$ cat src/rtl/rv32i_types_pkg.sv
// ----------------------------------------------------------------------------
// rv32i_types_pkg
// Shared RV32I base-ISA constants: major opcode values (instr[6:0]).
// No ports; imported by encode/decode logic and by benches.
// ----------------------------------------------------------------------------
package rv32i_types_pkg;

  localparam int unsigned OPC_W = 7;

  localparam logic [OPC_W-1:0] OPC_LOAD     = 7'h03;
  localparam logic [OPC_W-1:0] OPC_MISC_MEM = 7'h0F;
  localparam logic [OPC_W-1:0] OPC_OP_IMM   = 7'h13;
  localparam logic [OPC_W-1:0] OPC_AUIPC    = 7'h17;
  localparam logic [OPC_W-1:0] OPC_STORE    = 7'h23;
  localparam logic [OPC_W-1:0] OPC_OP       = 7'h33;
  localparam logic [OPC_W-1:0] OPC_LUI      = 7'h37;
  localparam logic [OPC_W-1:0] OPC_BRANCH   = 7'h63;
  localparam logic [OPC_W-1:0] OPC_JALR     = 7'h67;
  localparam logic [OPC_W-1:0] OPC_JAL      = 7'h6F;
  localparam logic [OPC_W-1:0] OPC_SYSTEM   = 7'h73;

endpackage : rv32i_types_pkg

$ cat src/rtl/rv32i_encode_pkg.sv
// ----------------------------------------------------------------------------
// rv32i_encode_pkg
// Types and constants for the RV32I instruction encoder: instruction-format
// select enum, canonical NOP, the {err, instr} FIFO payload, and a helper
// that tests whether a 32-bit value is a sign-extension of its low bits.
// No ports.
// ----------------------------------------------------------------------------
package rv32i_encode_pkg;

  import rv32i_types_pkg::*;

  localparam int unsigned INSTR_W = 32;
  localparam int unsigned FMT_W   = 3;
  localparam int unsigned ENC_W   = INSTR_W + 1;

  typedef enum logic [FMT_W-1:0] {
    FMT_R       = 3'd0,
    FMT_I       = 3'd1,
    FMT_I_SHIFT = 3'd2,
    FMT_S       = 3'd3,
    FMT_SB      = 3'd4,
    FMT_U       = 3'd5,
    FMT_UJ      = 3'd6,
    FMT_RSV     = 3'd7
  } instr_fmt_t;

  // addi x0, x0, 0
  localparam logic [INSTR_W-1:0] RV32I_NOP = {25'd0, OPC_OP_IMM};

  // Payload carried through the output FIFO
  typedef struct packed {
    logic                err;
    logic [INSTR_W-1:0]  instr;
  } enc_word_t;

  // True when v[31:msb] are all copies of v[msb], i.e. v fits in a
  // (msb+1)-bit two's complement field.
  function automatic logic sext_fits(input logic [INSTR_W-1:0] v,
                                     input int unsigned         msb);
    logic fits;
    fits = 1'b1;
    for (int i = 0; i < int'(INSTR_W); i++) begin
      if ((i > int'(msb)) && (v[i] != v[msb])) begin
        fits = 1'b0;
      end
    end
    return fits;
  endfunction

endpackage : rv32i_encode_pkg

$ cat src/rtl/rv32i_instr_encoder_instr_fifo.sv
// ----------------------------------------------------------------------------
// instr_fifo
// Small synchronous FIFO with valid/ready on both sides.
//   DEPTH     : number of entries, power of two and >= 2
//   WIDTH     : payload width
// Ports:
//   CLK, RST             : clock, synchronous active-high reset
//   in_valid / in_ready  : push handshake (in_ready from registered count)
//   in_data              : payload to push
//   out_valid / out_ready: pop handshake
//   out_data             : head entry, stable while out_valid && !out_ready
// Reset clears storage so out_data reads 0 until the first push.
// ----------------------------------------------------------------------------
module instr_fifo #(
  parameter int unsigned DEPTH = 2,
  parameter int unsigned WIDTH = 33
) (
  input  logic             CLK,
  input  logic             RST,
  input  logic             in_valid,
  output logic             in_ready,
  input  logic [WIDTH-1:0] in_data,
  output logic             out_valid,
  input  logic             out_ready,
  output logic [WIDTH-1:0] out_data
);

  localparam int unsigned AW = (DEPTH > 1) ? $clog2(DEPTH) : 1;
  localparam int unsigned CW = $clog2(DEPTH + 1);

  logic [WIDTH-1:0] mem_q [DEPTH];
  logic [AW-1:0]    wr_ptr_q, wr_ptr_d;
  logic [AW-1:0]    rd_ptr_q, rd_ptr_d;
  logic [CW-1:0]    count_q,  count_d;
  logic             valid_q;
  logic             ready_q;
  logic             push_c;
  logic             pop_c;

  // Push is gated by the registered ready, so a full FIFO refuses a push
  // even when a pop happens in the same cycle.
  assign push_c = in_valid && ready_q;
  assign pop_c  = valid_q && out_ready;

  // Next-state pointers and occupancy; pointers wrap naturally at DEPTH
  always_comb begin
    wr_ptr_d = wr_ptr_q;
    rd_ptr_d = rd_ptr_q;
    count_d  = count_q;
    if (push_c) begin
      wr_ptr_d = wr_ptr_q + AW'(1);
    end
    if (pop_c) begin
      rd_ptr_d = rd_ptr_q + AW'(1);
    end
    case ({push_c, pop_c})
      2'b10:   count_d = count_q + CW'(1);
      2'b01:   count_d = count_q - CW'(1);
      default: count_d = count_q;
    endcase
  end

  // State, storage and registered handshake flags
  always_ff @(posedge CLK) begin
    if (RST) begin
      wr_ptr_q <= '0;
      rd_ptr_q <= '0;
      count_q  <= '0;
      valid_q  <= 1'b0;
      ready_q  <= 1'b1;
      for (int i = 0; i < int'(DEPTH); i++) begin
        mem_q[i] <= '0;
      end
    end else begin
      wr_ptr_q <= wr_ptr_d;
      rd_ptr_q <= rd_ptr_d;
      count_q  <= count_d;
      valid_q  <= (count_d != '0);
      ready_q  <= (count_d < CW'(DEPTH));
      if (push_c) begin
        mem_q[wr_ptr_q] <= in_data;
      end
    end
  end

  assign in_ready  = ready_q;
  assign out_valid = valid_q;
  assign out_data  = mem_q[rd_ptr_q];

endmodule : instr_fifo

$ cat src/rtl/rv32i_instr_encoder.sv
// ----------------------------------------------------------------------------
// rv32i_instr_encoder
// Packs decoded RV32I fields back into a 32-bit instruction word for
// debug / program-buffer / self-test injection into fetch. Encoding is
// combinational; results are queued in an output FIFO of DEPTH entries.
//
// Parameters:
//   DEPTH : output FIFO entries (power of two, >= 2)
// Ports:
//   CLK, RST                   : clock, synchronous active-high reset
//   in_valid / in_ready        : field bundle handshake
//   fmt                        : instr_fmt_t format select
//   opcode, rd, rs1, rs2,
//   funct3, funct7             : raw instruction fields
//   imm                        : sign-extended immediate (decoder form)
//   out_valid / out_ready      : encoded word handshake
//   instr                      : encoded instruction
//   err                        : sideband error travelling with instr
//
// Build option:
//   IMM_RANGE_CHECK_EN : when defined, err flags immediates that do not fit
//                        their field (and the reserved format). When
//                        undefined, err is constant 0 and no check is built.
//                        The word is encoded identically in both builds.
// ----------------------------------------------------------------------------
module rv32i_instr_encoder
  import rv32i_encode_pkg::*;
#(
  parameter int unsigned DEPTH = 2
) (
  input  logic        CLK,
  input  logic        RST,
  input  logic        in_valid,
  output logic        in_ready,
  input  logic [2:0]  fmt,
  input  logic [6:0]  opcode,
  input  logic [4:0]  rd,
  input  logic [4:0]  rs1,
  input  logic [4:0]  rs2,
  input  logic [2:0]  funct3,
  input  logic [6:0]  funct7,
  input  logic [31:0] imm,
  output logic        out_valid,
  input  logic        out_ready,
  output logic [31:0] instr,
  output logic        err
);

  instr_fmt_t          fmt_c;
  logic [INSTR_W-1:0]  enc_instr_c;
  logic                enc_err_c;
  enc_word_t           in_word_c;
  enc_word_t           out_word_c;

  assign fmt_c = instr_fmt_t'(fmt);

  // Field packing per format; immediate bits with no slot are dropped
  always_comb begin
    enc_instr_c = RV32I_NOP;
    case (fmt_c)
      FMT_R:       enc_instr_c = {funct7, rs2, rs1, funct3, rd, opcode};
      FMT_I:       enc_instr_c = {imm[11:0], rs1, funct3, rd, opcode};
      FMT_I_SHIFT: enc_instr_c = {funct7, imm[4:0], rs1, funct3, rd, opcode};
      FMT_S:       enc_instr_c = {imm[11:5], rs2, rs1, funct3, imm[4:0], opcode};
      FMT_SB:      enc_instr_c = {imm[12], imm[10:5], rs2, rs1, funct3,
                                  imm[4:1], imm[11], opcode};
      FMT_U:       enc_instr_c = {imm[31:12], rd, opcode};
      FMT_UJ:      enc_instr_c = {imm[20], imm[10:1], imm[11], imm[19:12],
                                  rd, opcode};
      default:     enc_instr_c = RV32I_NOP;
    endcase
  end

`ifdef IMM_RANGE_CHECK_EN
  // Branch/jump offsets must also be even; U immediates must be 4 KiB aligned
  always_comb begin
    enc_err_c = 1'b0;
    case (fmt_c)
      FMT_I,
      FMT_S:       enc_err_c = !sext_fits(imm, 11);
      FMT_I_SHIFT: enc_err_c = (imm[31:5] != 27'd0);
      FMT_SB:      enc_err_c = !sext_fits(imm, 12) || imm[0];
      FMT_U:       enc_err_c = (imm[11:0] != 12'd0);
      FMT_UJ:      enc_err_c = !sext_fits(imm, 20) || imm[0];
      FMT_RSV:     enc_err_c = 1'b1;
      default:     enc_err_c = 1'b0;
    endcase
  end
`else
  assign enc_err_c = 1'b0;
`endif

  assign in_word_c.err   = enc_err_c;
  assign in_word_c.instr = enc_instr_c;

  instr_fifo #(
    .DEPTH (DEPTH),
    .WIDTH (ENC_W)
  ) u_fifo (
    .CLK       (CLK),
    .RST       (RST),
    .in_valid  (in_valid),
    .in_ready  (in_ready),
    .in_data   (in_word_c),
    .out_valid (out_valid),
    .out_ready (out_ready),
    .out_data  (out_word_c)
  );

  assign instr = out_word_c.instr;
  assign err   = out_word_c.err;

endmodule : rv32i_instr_encoder

$ cat config.mk
export PLATFORM = sky130hd
export DESIGN_NAME = rv32i_instr_encoder
export DESIGN_NICKNAME = d
export VERILOG_FILES = /design/src/rtl/rv32i_types_pkg.sv /design/src/rtl/rv32i_encode_pkg.sv /design/src/rtl/rv32i_instr_encoder_instr_fifo.sv /design/src/rtl/rv32i_instr_encoder.sv
export SDC_FILE = /design/constraint.sdc
export NUM_CORES = 1
export LEC_CHECK = 0
export CORE_UTILIZATION = 57
export CTS_CLUSTER_SIZE = 10
export DETAILED_ROUTE_END_ITERATION = 8
export DONT_BUFFER_PORTS = 1
export GPL_ROUTABILITY_DRIVEN = 0
export GPL_TIMING_DRIVEN = 0
export PLACE_DENSITY = 0.75
export REMOVE_ABC_BUFFERS = 1
export SLEW_MARGIN = 10
export SYNTH_ARGS = -nofsm -noshare
export SYNTH_HDL_FRONTEND = slang
export SYNTH_SLANG_ARGS = --single-unit
$ cat constraint.sdc
create_clock -name CLK -period 2.37 [get_ports CLK]
set_input_delay 0.474 -clock CLK [delete_from_list [all_inputs] [get_ports CLK]]
set_output_delay 0.474 -clock CLK [all_outputs]
set_load 0.005 [all_outputs]
# Word level (Yosys, flattened, before mapping)
# Memory sizes are Yosys's and may differ from the RTL's. A register that Yosys moved wholly into a read port is not among the register bits.
# Index checks and enable logic that the tools add are counted.
[op_classes] addsub=4 magnitude_cmp=1 eq_ne=8 muxes=12 reduce_logical=5
[ops] op="case mux 32 bit (7 select lines)" n=1
[ops] op="two-way mux 32 bit" n=1
[ops] op="OR reduction 32 bit" n=1
[ops] op="== test 3 bit, second input constant" n=3
[ops] op="two-way mux 1 bit" n=9
[ops] op="== test 3 x 2 -> 1 bit, second input constant" n=2
[ops] op="case mux 2 bit (2 select lines)" n=1
[ops] op="== test 3 x 1 -> 1 bit, second input constant" n=1
[ops] op="logical NOT 3 bit" n=1
[ops] op="adder 1 bit, second input constant" n=2
[ops] op="adder 2 x 1 -> 2 bit, second input constant" n=1
[ops] op="== test 2 x 1 -> 1 bit, second input constant" n=1
[ops] op="== test 2 bit, second input constant" n=1
[ops] op="logical AND 1 bit" n=2
[ops] op="less-than comparator 2 bit, second input constant" n=1
[ops] op="nonzero test 2 bit" n=1
[ops] op="subtractor 2 x 1 -> 2 bit, second input constant" n=1
[totals] ff_bits=6 ram_bits=64 in_bits=71 mem_count=1
[memory_table] name="u_fifo.mem_q" words=2 width=32 rd=1 rd_ports_with_merged_regs=1 wr=2 line_no="rv32i_instr_encoder_instr_fifo.sv:31" rtl="logic [WIDTH-1:0] mem_q [DEPTH];"

# Longest topological paths before layout
[logic_depth] word_depth=6 ltp_mapped=5 mapped_depth_nobuf=5

# Modules after synthesis
# From an unflattened synthesis, not the netlist that was laid out.
[unflattened] hier_cells=349 hier_area_um2=4096.4
[modules_own_cells] mod="instr_fifo" n_inst=1 cells_per_inst=216 area_per_inst_um2=3238.1 seq_area_each_um2=2122.0
[modules_own_cells] mod="rv32i_instr_encoder" n_inst=1 cells_per_inst=133 area_per_inst_um2=858.3 seq_area_each_um2=0.0

# Worst setup path after synthesis
# No wires, ideal clock.
[synth_timing] path_kind="input-to-reg" start="input port in_valid" end="memory u_fifo.mem_q[0][0] (netlist bit), enable pin" arrival_time_ns=2.122 slack_ns=-0.180 stages=2 path_cell_list="nand2_1 -> o21bai_1"
[synth_lines] element="start: declaration" line_no="rv32i_instr_encoder.sv:33" rtl="input logic in_valid,"
[synth_lines] element="end: declaration" line_no="rv32i_instr_encoder_instr_fifo.sv:31"

==> results.md <==
- Status: finished with violations
- Failing checks: design-rule violations
- Starting Density: 60.2%
- Post-DP HPWL: 5200 um
- R2r worst-path depth: 3
- Fin area: 4170 sq um
- Kind of cell adding the most delay to the critical path: simple AND/OR/NAND/NOR gates
- Longest Clk Path Bufs: 2
- Mapped Cells: 334
- Endpoints failing hold: 0
- CP max stage cell: nand4b_1
- Compound-Gate Fraction of Synth Area: 13.1%
- Worst hold path stage count: 1
- Area growth syn-to-layout: 6.63%
- CTS Buf Count: 9
- First-pass GRT wire length: 12400 um
- Dpl cell area: 3960 sq um
- Worst Path Max Fanout: 22
- FF-to-FF setup slack: 0.14 ns
- Worst VDD drop: 621 uV
- Tcrit/Tclk final: 94.3%
- Final ANT Viol Nets: 0
- Met3 usage: 6.03%
- Pleak: 1.50 nW
- # DRC: 7
- Reg2reg end: u_fifo.mem_q[1][30]
- Netlist Area Pre-Place: 3910 sq um
- Gr usage total: 23.0%
- Syn avg cell area: 11.7 sq um
- Worst Hold Slack: 0.191 ns
- Setup violators final: 0
- Pre-Repair DR Iteration Count: 7
- Adder-cell share of the synthesized area: 0.320%
- Total number of vias: 2624
- H-Tree Level Count: 3
- Crit Path Category: register to register
- Grt peak-use layer: met2
- Wire length per cell: 20.1 um
- Reg2Reg Launch Point: u_fifo.wr_ptr_q
- Pwr/cell area: 804 nW/um^2
- Clock power frac: 29.4%
- Post-synth ARST share: 0%
- Pin count of the biggest net entering global routing: 64
- Worst Setup Start Kind: register
- IO Port Bufs: 0
- Post-CTS setup buffers: 0
- Post-cts repair resize count: 0
- P_sw: 0.889 mW
- Final-layout fill cell count: 524
- Final WL: 8060 um
- Pre-CTS setup slack: 0.0696 ns
- Sequential Area: 2060 sq um
- Clock sink count: 71
- Met1 Use GR: 26.0%
- DRT iter0 DRCs: 139
- Final cell count without fillers: 401
- Area of the multi-input gates: 1730 sq um
- Initial antenna violation count: 0
- Post-synthesis mux area share: 13.6%
- Hold wc startpoint: RST
- CTS tree: done
- Register bit total from synthesis: 71
- Area leader, netlist: edfxtp_1
- CP arrival: 2.28 ns
- Switching portion of total power: 26.5%
- Hold_buf cts: 0
- Main combinational cell family by area after synthesis: simple AND/OR/NAND/NOR gates
- Synth unique cells: 39
- Max_cap viols: 0
- EDFF count, synth: 64
- Total gr overflow: 0
- Int Power: 2.46 mW
- CP required: 2.41 ns
- Via density: 6.54
- Post-Synth XOR/XNOR Area: 1.12%
- Die area: 7190 sq um
- Relative slew slack: 34.5%
- Num ports: 106
- Logic pwr share: 19.5%
- Grt met2 use: 41.5%
- Hold Path End: u_fifo.count_q[1]
- Slew @ Worst Pin: 0.982 ns
- Std cell rows: 29
- Placed insts: 385
- Warnings, synthesis: 0
- Root Buffer: clkbuf_8
- Core area: 6490 sq um
- Number of global-route vias before repair: 2572
- Max-slew violations: 0
- Share of power burned in registers: 51.1%
- Layout cells sized above 1: 20.7%
- Worst-Skew Late Latency: 0.34 ns
- Dominant synthesized flop cell: edfxtp_1
- Highest clock rate: 448 MHz
- Critical Path End Type: register
- Bufs and invs on worst path: 1
- Top post-synthesis cells by area: edfxtp_1 49%, mux2_2 11%, nor2b_1 5.9%
- Nets@finish: 391
- Clock-pin slew on the worst setup and hold paths: 0.08 ns
- Utilization after layout: 64.2%
- Ordered cell list for the critical path: nand4b_1 -> nand2b_2 -> buf_16
- CP max stage delay: 0.65 ns
- Chip Height: 84.8 um
- Share of the synthesized area in the top cell type: 49.2%
- Simple-Gate Fraction of Synth Area: 15.5%
- Sequential area share after synthesis: 52.8%
- Die width: 84.8 um
- Max Clock Skew: 0.00971 ns
- Hold crit path type: primary input to register
- Slack of the critical path: 0.136 ns
- Final min period: 2.23 ns
- Antenna diodes: 0
- RSZ-0062 raised after global routing: false
## power groups by stage
stage | logic [mW] | clock network, mW | registers, mW
2_1_floorplan | 0.509 | 0 | 1.71
3_3_place_gp | 0.614 | 0 | 1.74
3_5_place_dp | 0.654 | 0 | 1.74
4_1_cts | 0.661 | 1.00 | 1.72
5_1_grt | 0.713 | 1.06 | 1.73
6_report | 0.653 | 0.986 | 1.71
## stage by stage
stage	setup TNS, ns	power, mW
after floorplan	-15.45	2.22
after global routing	0	3.50
after detailed placement	0	2.40
final	0	3.35
after CTS	0	3.38
after global placement	-84.94	2.35
## kinds of logic (layout without fill, tap and decap cells)
| kind of cell | after synthesis | in the layout |
|---|---|---|
| compound gates | 79 | 79 |
| xor+xnor | 5 | 5 |
| fa+ha+maj | 1 | 1 |
| buf+inv | 31 | 21 |
| flops | 71 | 71 |
| mux | 43 | 43 |
| other cells | 1 | 1 |
| simple gates | 103 | 103 |
## synthesized netlist by cell type, types with 6 or more instances
cell type  number
a211oi_1       24
a21oi_1        21
a22oi_1         7
a31oi_1         8
and2_1          9
and3_1         13
and3b_1         6
clkbuf_1       18
dfxtp_1         7
edfxtp_1       64
mux2_2         38
nor2_1         16
nor2b_1        37
nor3_1         11
o21ai_0         6
## routing by layer
metal	vias up	routed length, um
met5	-	0
met4	0	101
met3	9	542
met2	98	4230
met1	1277	3190
li1	1240	-
## cells in the final DEF, fill, tap and decap left out, drive strengths merged, types with 4 or more instances in the layout
master	Yosys	routed
a31oi	8	8
and3b	6	6
a311oi	5	5
nor2	16	16
and3	13	13
nor2b	37	37
and2	9	9
a21oi	21	21
o21ai	10	10
mux4	4	4
a211oi	24	24
dfxtp	7	7
mux2	39	39
edfxtp	64	64
nor3	11	11
a22oi	7	7
clkbuf	18	11
## state kept, by name, summed over array words and instances (netlist names), named ones only
| name | cells |
|---|---|
| u_fifo.in_ready | 1 |
| u_fifo.out_valid | 1 |
| u_fifo.wr_ptr_q | 1 |
| u_fifo.mem_q | 64 |
| u_fifo.count_q | 2 |
| u_fifo.rd_ptr_q | 1 |
## worst max path at each step
| stage | from | endpoint | slack [ns] | cells after the start |
|---|---|---|---|---|
| 2_1_floorplan | RST | u_fifo.mem_q[1][0] | -0.30 | 2 |
| 5_1_grt | u_fifo.wr_ptr_q | u_fifo.mem_q[1][30] | 0.05 | 3 |
| 3_3_place_gp | RST | u_fifo.mem_q[1][28] | -1.56 | 2 |
| 3_5_place_dp | RST | u_fifo.mem_q[1][25] | 0.07 | 3 |
| 4_1_cts | u_fifo.wr_ptr_q | u_fifo.mem_q[1][30] | 0.12 | 3 |
| 6_report | u_fifo.wr_ptr_q | u_fifo.mem_q[1][30] | 0.14 | 3 |
## layout make-up
class                      instances  area share [%]
clock buffer                      11            3.63
clock inverter                     5            1.35
inverter                           2           0.180
multi-input combinational        232            41.4
sequential                        71            49.5
tap                               77            2.31
timing repair buffer               3            1.59
No activity file was read; power rests on OpenSTA's default activity.
